<file path="config.mk">
export PLATFORM = sky130hd
export DESIGN_NAME = fir_sample_feeder
export DESIGN_NICKNAME = d
export VERILOG_FILES = /design/src/rtl/fir_sample_feeder.sv
export SDC_FILE = /design/constraint.sdc
export NUM_CORES = 1
export LEC_CHECK = 0
export ABC_AREA = 1
export ABC_CLOCK_PERIOD_IN_PS = 2800
export CORE_MARGIN = 10
export CORE_UTILIZATION = 45
export DETAILED_ROUTE_END_ITERATION = 10
export HOLD_SLACK_MARGIN = 0.05
export MAX_ROUTING_LAYER = met4
export PLACE_DENSITY = 0.78
export SYNTH_ARGS = -nofsm -noshare
export SYNTH_HDL_FRONTEND = slang
export SYNTH_SLANG_ARGS = --single-unit
</file>
<file path="constraint.sdc">
create_clock -name clk -period 2.8 [get_ports clk]
set_clock_uncertainty 0.1 [all_clocks]
set_input_delay 0.56 -clock clk [delete_from_list [all_inputs] [get_ports clk]]
set_output_delay 0.56 -clock clk [all_outputs]
set_load 0.02 [all_outputs]
</file>
<file path="src/rtl/fir_sample_feeder.sv">
// Sample feeder for a multi-cycle FIR filter.
// Buffers upstream samples in a small FIFO. Each sample is then held on fir_sig
// while fir_ready pulses for TAPS cycles. The filter result for the previous
// sample is captured into a one-entry output register during the next burst.
module fir_sample_feeder #(
    parameter int WIDTH = 18,
    parameter int TAPS  = 64,
    parameter int DEPTH = 4
) (
    input  logic             clk,
    input  logic             rst,
    input  logic             s_valid,
    output logic             s_ready,
    input  logic [WIDTH-1:0] s_data,
    output logic [WIDTH-1:0] fir_sig,
    output logic             fir_ready,
    input  logic [WIDTH-1:0] fir_out,
    output logic             m_valid,
    input  logic             m_ready,
    output logic [WIDTH-1:0] m_data,
    output logic             busy
);

    localparam int AW = (DEPTH > 1) ? $clog2(DEPTH) : 1;
    localparam int CW = $clog2(TAPS + 1);
    localparam logic [CW-1:0] CNT_LAST = CW'(TAPS - 1);
    localparam logic [CW-1:0] CNT_CAPT = CW'(1);
    localparam logic [AW:0]   CNT_FULL = (AW + 1)'(DEPTH);

    typedef enum logic {
        IDLE  = 1'b0,
        BURST = 1'b1
    } state_t;

    state_t           state;
    logic [CW-1:0]    cnt;
    logic             primed;

    logic [WIDTH-1:0] mem [DEPTH];
    logic [AW-1:0]    wr_ptr;
    logic [AW-1:0]    rd_ptr;
    logic [AW:0]      count;
    logic             full;
    logic             empty;
    logic             push;
    logic             pop;

    // Occupancy flags come straight from the registered count, so a pop in the
    // same cycle never lets a push into a full FIFO.
    always_comb begin
        full    = (count == CNT_FULL);
        empty   = (count == '0);
        s_ready = ~full;
        push    = s_valid & ~full;
        pop     = (state == IDLE) & ~empty & ~m_valid;
        busy    = (state == BURST);
    end

    // FIFO storage; contents need no reset because occupancy is tracked by count.
    always_ff @(posedge clk) begin
        if (push) begin
            mem[wr_ptr] <= s_data;
        end
    end

    // FIFO pointers and occupancy, wrapping naturally modulo DEPTH.
    always_ff @(posedge clk or posedge rst) begin
        if (rst) begin
            wr_ptr <= '0;
            rd_ptr <= '0;
            count  <= '0;
        end else begin
            if (push) wr_ptr <= wr_ptr + 1'b1;
            if (pop)  rd_ptr <= rd_ptr + 1'b1;
            case ({push, pop})
                2'b10:   count <= count + 1'b1;
                2'b01:   count <= count - 1'b1;
                default: count <= count;
            endcase
        end
    end

    // Burst sequencer with registered filter-side outputs and result capture.
    always_ff @(posedge clk or posedge rst) begin
        if (rst) begin
            state     <= IDLE;
            cnt       <= '0;
            primed    <= 1'b0;
            fir_sig   <= '0;
            fir_ready <= 1'b0;
            m_valid   <= 1'b0;
            m_data    <= '0;
        end else begin
            case (state)
                IDLE: begin
                    if (pop) begin
                        fir_sig   <= mem[rd_ptr];
                        cnt       <= '0;
                        fir_ready <= 1'b1;
                        state     <= BURST;
                    end
                end
                BURST: begin
                    if (cnt == CNT_LAST) begin
                        fir_ready <= 1'b0;
                        primed    <= 1'b1;
                        state     <= IDLE;
                    end else begin
                        cnt <= cnt + 1'b1;
                    end
                end
                default: state <= IDLE;
            endcase

            // A burst only starts with m_valid low, so the capture never
            // overwrites an output that has not been accepted yet.
            if (state == BURST && cnt == CNT_CAPT && primed) begin
                m_data  <= fir_out;
                m_valid <= 1'b1;
            end else if (m_valid && m_ready) begin
                m_valid <= 1'b0;
            end
        end
    end

endmodule

</file>
==> results, run 1 <==
- The total instance count after detailed placement is between 700 and 800.
- The number of setup buffers added after CTS is 0.
- Dividing the detail-routed wire length by the instance count gives between 15 and 20 um.
- Synthesis produced a netlist with a net count of between 500 and 600.
- The critical path arrival is between 2 and 3 ns.
- The number of global-route vias before repair is 3736.
- The number of distinct library cells after synthesis is 25.
- In this run switching power makes up 36.1% of total power.
- The first global-routing pass estimated about 19000 um of wire.
- The clock slew seen by the registers of the worst setup and hold paths is roughly 0.060 ns.
- The pin count of the biggest net entering global routing is 38.
- The minimum setup slack after placement is ~0.15 ns.
- The cell at the root of the clock tree is clkbuf_16.
- The max-slew violation total from the final report is 0.
- The critical path capture point type is a flop.
- The delay of the slowest critical-path stage is around 0.4 ns.
- The count of antenna diodes in the layout is 0.
- The run finished with clean final reports.
- At the worst endpoint, the required time is between 3 and 4 ns.
- The most numerous cell type found on the critical path is nand2_1.
- Once the floorplan was initialized, standard cells occupied 46.6% of the core.
- Counting along the longest clock path gives a buffer depth of 2.
- In this run the remaining antenna-violating nets after routing total 0.
- Synthesis produced a netlist whose cell count is 492.
- The first-pass iteration count of the detailed router is 4.
- During synthesis, Yosys emitted a total of 0 warnings.
- In this run, post-CTS hold repair placed 0 buffers.
- Global routing finished with a remaining overflow of 0.
- The clock share of power is between 20% and 30%.
- The count of H-tree levels built during CTS is 4.
- Of all nets on the critical path, the largest fanout is 8.
- Post-CTS repair changed the size of 0 cells.
- The initial antenna violation count is 0.
- The clock latency of the later-clocked register in the worst-skew pair is 0.41 ns.
- The clock period minus final worst setup slack is 2.32 ns.
- After the last flow step, the layout net total stands at 631.
- The combinational group share of total power is 34.1%.
- TritonCTS built the clock tree.
- For this design, the sink count on the clock tree is 126.
- For this design the ratio of total power to cell area is 1160 mW/mm^2.
- The die is 127 um wide.
- The die outline area is 0.0161 mm^2.
- The peak supply drop is 642 uV.
- Cells fill 60.9% of the core in the end.
- Static timing analysis puts the maximum clock frequency at roughly 0.43 GHz.
- The tool flagged a number of max-cap violations equal to 0.
- Setup repair after global routing left no endpoint under its margin.
- In this run the standard cell core region covers 0.0110 mm^2.
- The cell with the largest stage delay on the worst path is dfrtp_1.
- The final routed DRC violation total is 0.
- The worst setup path is launched from a flop.
- The placer congestion estimate is 0.828.
- The number of clock buffers inserted by TritonCTS is 17.
- The worst setup slack after layout is 0.476 ns.
- Sequential cells were found to cover 68.3% of the synthesized design area.
- Grouping stages by cell kind, the critical path spends the most delay in simple AND/OR/NAND/NOR gates.
- The number of buffers and inverters on the critical path is 1.
- In this run the static leakage power is 2.87 nW.
- The setup TNS is 0 ns.
- The critical path goes through nor2_1, nand2_1, nand2_1, ha_1, inv_1, fa_1, or2_2, nand2_1, xor2_1.
- The site row count is 38.
- Buffers placed on the I/O ports in this run total 79.
- The worst slew slack as a fraction of its limit is between 40% and 50%.
- The share of final-layout standard cells stronger than drive strength 1 is 8.56%.
- The path category of the worst min-delay check is reg2reg.
- The register bit count reported by yosys is 126.
- Sequential cells burn 37.2% of the power.
- Pin placement for this block handled 80 I/O pins.
- Detailed routing inserted a total of 3710 vias.
- In this run the register-to-register setup slack is between 0.4 and 0.5 ns.
- After synthesis the cells add up to 0.00514 mm^2.
- In this run, the number of DRC markers left after iteration 0 of detailed routing was between 200 and 300.
- The type of the worst setup path is reg2reg.
- Detailed placement finished with a half-perimeter wire length of between 7000 and 8000 um.
- The cell-internal power is approximately 0.0050 W.
- For the pin with the worst max-slew slack, the measured transition is slightly below 0.8 ns.
- The detailed-route wire length is between 10000 and 15000 um.
- Dividing the final minimum period by the clock period gives slightly above 80%.
- Averaged over all synthesized cells, the footprint is 10.5 um^2.
- The hold violation total from the final report is 0.
- The area growth from synthesis to layout is 30.6%.
- For this design the total switching power over the nets is 0.00281 W.
- The number of non-filler instances in the completed layout is 736.
- In the global route stage, overall resource usage came out at between 15 and 20%.
- The average vias per placed instance is 5.04.
- Setup violations remaining at the end of the flow were counted as 0.
- In this run the vertical extent of the chip is 127 um.
==> Yosys cell counts <==
cell | instances | area [um^2]
a21oi_1 | 2 | 10.0
buf_1 | 1 | 3.75
buf_2 | 7 | 35.0
buf_4 | 1 | 7.51
buf_6 | 1 | 11.3
clkbuf_1 | 8 | 30.0
dfrtp_1 | 54 | 1350
edfxtp_1 | 72 | 2160
fa_1 | 1 | 20.0
ha_1 | 7 | 87.6
inv_1 | 25 | 93.8
inv_2 | 2 | 7.51
nand2_1 | 197 | 739
nand2_2 | 1 | 6.26
nand2_4 | 1 | 11.3
nand3_1 | 31 | 155
nor2_1 | 32 | 120
nor3_1 | 1 | 5.00
nor3_4 | 2 | 32.5
o21ai_0 | 38 | 190
o21ai_1 | 1 | 5.00
o21bai_1 | 1 | 7.51
or2_2 | 1 | 6.26
xnor2_1 | 2 | 17.5
xor2_1 | 3 | 26.3
==> cells in the final DEF, fill, tap and decap left out, drive strengths merged, types with 3 or more instances in the layout <==
master         synthesis  final
nand3                 31     31
clkdlybuf4s50          0     79
nor2                  32     32
nand2                199    199
dfrtp                 54     54
buf                   10     11
nor3                   3      3
bufinv                 0      3
edfxtp                72     72
o21ai                 39     39
xor2                   3      3
clkinv                 0      7
ha                     7      7
inv                   27     30
clkbuf                 8     17
==> registers in the layout, summed over array words and instances, names as in the netlist <==
register / count
cnt: 7
fir_ready: 1
fir_sig: 18
busy: 1
count: 3
mem: 72
wr_ptr: 2
m_valid: 1
m_data: 18
primed: 1
rd_ptr: 2
==> worst register-to-register path: cells and delay by family (launching register included) <==
family	cells	cell delay [ns]
xor gates and xnor gates	1	0.18
adders and majority gates	2	0.61
buffers and inverters	1	0.07
DFF	1	0.40
and+or+nand+nor	5	0.89
==> path summary, 6_finish.rpt <==
kind | start | end | cells after the start
setup / recovery | count[1]$_DFFE_PP0P_ | count[2]$_DFFE_PP0P_ | 9
hold / removal | primed$_DFFE_PP0P_ | primed$_DFFE_PP0P_ | 2
setup reg to reg | count[1]$_DFFE_PP0P_ | count[2]$_DFFE_PP0P_ | 9
hold reg to reg | primed$_DFFE_PP0P_ | primed$_DFFE_PP0P_ | 2
max in group asynchronous | rst | fir_sig[15]$_DFFE_PP0P_ | 3
min in group asynchronous | rst | m_data[6]$_DFFE_PP0P_ | 2
==> logic make-up (layout without fill, tap and decap cells) <==
family,Yosys count,in the layout,share of synthesized area [%]
xor gates and xnor gates,5,5,0.852
buffers and inverters,45,149,3.67
adders and majority gates,8,8,2.09
AOI/OAI and AO/OA,42,42,4.14
and+or+nand+nor,266,266,20.9
DFF,126,126,68.3
==> final cells by class <==
cell class | count | area, um^2
clock buffers | 17 | 425
clock inverters | 15 | 185
fillers | 864 | 4320
inverters | 27 | 101
multi-input cells | 321 | 1440
flip-flops and latches | 126 | 3510
well taps | 140 | 175
repair buffers | 90 | 873
==> metal layers <==
layer | GRT usage [%] | share of wire [%] | up-vias
met2 | 24.1 | 49 | 134
met4 | 5.29 | 1.2 | 0
li1 | - | - | 1790
met3 | 4.21 | 6.0 | 12
met1 | 18.0 | 44 | 1774
met5 | - | 0 | -
==> power by group through the flow <==
stage,registers [W],clock network (W),logic [W]
final,0.00290,0.00223,0.00265
after global routing,0.00296,0.00236,0.00296
after CTS,0.00289,0.00227,0.00270
after detailed placement,0.00292,0,0.00265
after global placement,0.00290,0,0.00255
after floorplan,0.00311,0,0.00139
==> stage by stage <==
| stage | cell area, um^2 | hold slack, ns | total power [W] |
|---|---|---|---|
| 6_report | 6710 | 0.370 | 0.00778 |
| 5_1_grt | 6710 | 0.397 | 0.00828 |
| 4_1_cts | 6710 | 0.370 | 0.00786 |
| 3_5_place_dp | 6100 | 0.355 | 0.00558 |
| 3_3_place_gp | 6100 | 0.353 | 0.00545 |
| 2_1_floorplan | 5140 | 0.334 | 0.00450 |
Power figures use the tool's default switching activity.
==> run 2: changes to the inputs <==
--- a/config.mk
+++ b/config.mk
@@ -6,7 +6,7 @@
 export NUM_CORES = 1
 export LEC_CHECK = 0
 export ABC_AREA = 1
-export ABC_CLOCK_PERIOD_IN_PS = 2800
+export ABC_CLOCK_PERIOD_IN_PS = 2300
 export CORE_MARGIN = 10
 export CORE_UTILIZATION = 45
 export DETAILED_ROUTE_END_ITERATION = 10
==> constraint.sdc (replaced) <==
create_clock -name clk -period 2.3 [get_ports clk]
set_clock_uncertainty 0.1 [all_clocks]
set_input_delay 0.46 -clock clk [delete_from_list [all_inputs] [get_ports clk]]
set_output_delay 0.46 -clock clk [all_outputs]
set_load 0.02 [all_outputs]
==> results, run 2 (synthesis results as in run 1) <==
- Setup repair after global routing left no endpoint under its margin.
- The initial antenna violation count is 0 (unchanged).
- The biggest fanout along the worst timing path came to 3 (-5).
- The final global-route overflow total is 0 (unchanged).
- The total power is 0.00944 W (+21%).
- The signal on the critical path passes through nor2_1, nand2_1, clkdlybuf4s50_1.
- The number of non-filler instances in the completed layout is 742 (+0.82%).
- The slowest stage of the critical path is the clkdlybuf4s50_1 cell.
- The area inside the core boundary is 0.0110 mm^2 (unchanged).
- The first-iteration detailed-routing DRC count is 294 (+3.2%).
- The buffer depth of the longest clock path is 2 (unchanged).
- The die outline area is 0.0161 mm^2 (unchanged).
- The hold violation total from the final report is 0 (unchanged).
- The overall global routing resource usage came to 15.2% (+0.075 points).
- The number of antenna-violating nets in the routed design is 0 (unchanged).
- The clock slew seen by the registers of the worst setup and hold paths is 0.06 ns (about the same).
- The count of antenna diodes in the layout is 0 (unchanged).
- The first-pass iteration count of the detailed router is 4 (unchanged).
- After layout, the worst path uses 93.6% of the clock period.
- The number of fill cells is 871 (+0.81%).
- The critical path arrival was 1.59 ns (-0.96 ns).
- The type of origin of the critical path is a flop.
- The number of top-level pins came to 80 (unchanged).
- The final-layout worst hold slack is 0.233 ns (-0.137 ns).
- The count of buffering cells on the critical path with inverters included is 1 (unchanged).
- In the layout the commonest cells are nand2_1 (197), clkdlybuf4s50_1 (79), edfxtp_1 (72).
- The type of the worst setup path is reg2out.
- The wire length per cell came to 15.6 um (-2.2%).
- The largest registers in the layout are mem (72), fir_sig (18), m_data (18).
- The post-layout net count came to 637 (+0.95%).
- The share of final-layout standard cells stronger than drive strength 1 is 9.63% (+1.1 points).
- The total instance count after detailed placement is 710 (+0.85%).
- Compared with the post-synthesis result, the final layout area differs by 31.7%.
- The count of H-tree levels built during CTS is 4 (unchanged).
- The critical path capture point type is an output port.
- The clock period minus final worst setup slack is 2.15 ns.
- The average vias per placed instance is 4.97 (-1.3%).
- The placer congestion estimate is 0.880 (+6.3%).
- The count of final setup violators is 0 (unchanged).
- The cell leakage power came to 2.89 nW (+0.78%).
- The effective utilization at floorplan is 46.6% (unchanged).
- The pin count of the biggest net entering global routing came to 38 (unchanged).
- The TritonCTS clock tree is done.
- The clock latency of the later-clocked register in the worst-skew pair came to 0.40 ns (about the same).
- The number of maximum-capacitance constraint violations is 0 (unchanged).
- The site row count is 38 (unchanged).
- The die width was 127 um (unchanged).
- The worst slew slack as a fraction of its limit is 64.2% (+17 points).
- The final routed DRC violation total is 0 (unchanged).
- The run finished with clean final reports.
- The via count of the routed design was 3690 (-0.54%).
- The setup TNS was 0 ns (unchanged).
- The worst setup slack after layout is 0.147 ns (-0.330 ns).
- The total power per unit cell area is 1390 mW/mm^2 (+20%).
- The count of input and output buffers came to 79 (unchanged).
- The startpoint of the worst-slack reg-to-reg timing path is busy$_DFF_PP0_.
- The count of hold-fix buffers inserted at cts came to 0 (unchanged).
- The die span in y came to 127 um (unchanged).
- The delay of the slowest critical-path stage is 0.57 ns (+0.17 ns).
- The quantity of gates resized following cts was 0 (unchanged).
- The clock sink total was 126 (unchanged).
- Derived from the worst setup path, the maximum achievable clock frequency is 0.464 GHz.
- The HPWL reported at the end of detailed placement came to 7770 um (+2.3%).
- The number of global-route vias before repair is 3787 (+1.4%).
- The detailed-route wire length came to 11600 um (-1.4%).
- The cell family with the largest share of critical-path delay is buffers and inverters.
- Counting flops per register, the top entry is mem.
- The number of flip-flops in the largest register is 72 (unchanged).
- The leading cell type in the layout, fill and taps excluded is nand2_1.
- The transition at the pin with the smallest max-transition slack is 0.537 ns (-0.255 ns).
- The cell at the root of the clock tree is clkbuf_16.
- The worst hold path belongs to the class in2async.
- The peak supply drop is 734 uV (+14%).
- The most critical setup path has its startpoint at count[1]$_DFFE_PP0P_.
- The number of post-CTS setup repair buffers came to 0 (unchanged).
- The first-pass GRT wire length is 19100 um (+1.0%).
- The minimum setup slack after placement was -0.00263 ns (-0.155 ns).
- The required time at the endpoint of the critical path is 1.74 ns (-1.29 ns).
- The max-slew violation total from the final report is 0 (unchanged).
- The number of clock buffers inserted by TritonCTS is 17 (unchanged).
[run 2: metal layers]
metal	wire, um	vias to the layer above	global-route usage (%)
met2	5740	101	24.2
met5	0	-	-
met4	118	0	4.89
met3	532	7	4.79
li1	-	1805	-
met1	5180	1777	17.9
[run 2: report_power, final]
group / internal [W] / total, W / switching [W] / leakage [nW]
registers: 0.00310 / 0.00347 / 0.000373 / 1.26
logic: 0.00131 / 0.00335 / 0.00204 / 1.35
clock network: 0.00161 / 0.00262 / 0.00101 / 0.277
total: 0.00602 / 0.00944 / 0.00342 / 2.89
[run 2: worst paths after layout]
path                            depth (start not counted)  slack, ns                endpoint
worst max-delay path                                    3       0.15                 s_ready
max in group asynchronous                               3       1.41  m_data[12]$_DFFE_PP0P_
worst max register to register                          9       0.18    count[2]$_DFFE_PP0P_
worst min-delay path                                    2       0.23   m_data[3]$_DFFE_PP0P_
worst min register to register                          2       0.36      primed$_DFFE_PP0P_
min in group clk                                        2       0.36      primed$_DFFE_PP0P_
[run 2: layout make-up]
class / instances / area [um^2] / share of cell area, %
sequential: 126 / 3510 / 51.9
multi-input combinational: 321 / 1440 / 21.3
timing repair buffer: 96 / 956 / 14.1
clock buffer: 17 / 425 / 6.28
tap: 140 / 175 / 2.59
clock inverter: 15 / 161 / 2.38
inverter: 27 / 101 / 1.50
[run 2: stage by stage]
step	instance area (um^2)	util, %
2_1_floorplan	5140	-
4_1_cts	6770	61.4
6_report	6770	61.4
3_3_place_gp	6190	56.1
5_1_grt	6770	61.4
3_5_place_dp	6190	56.1
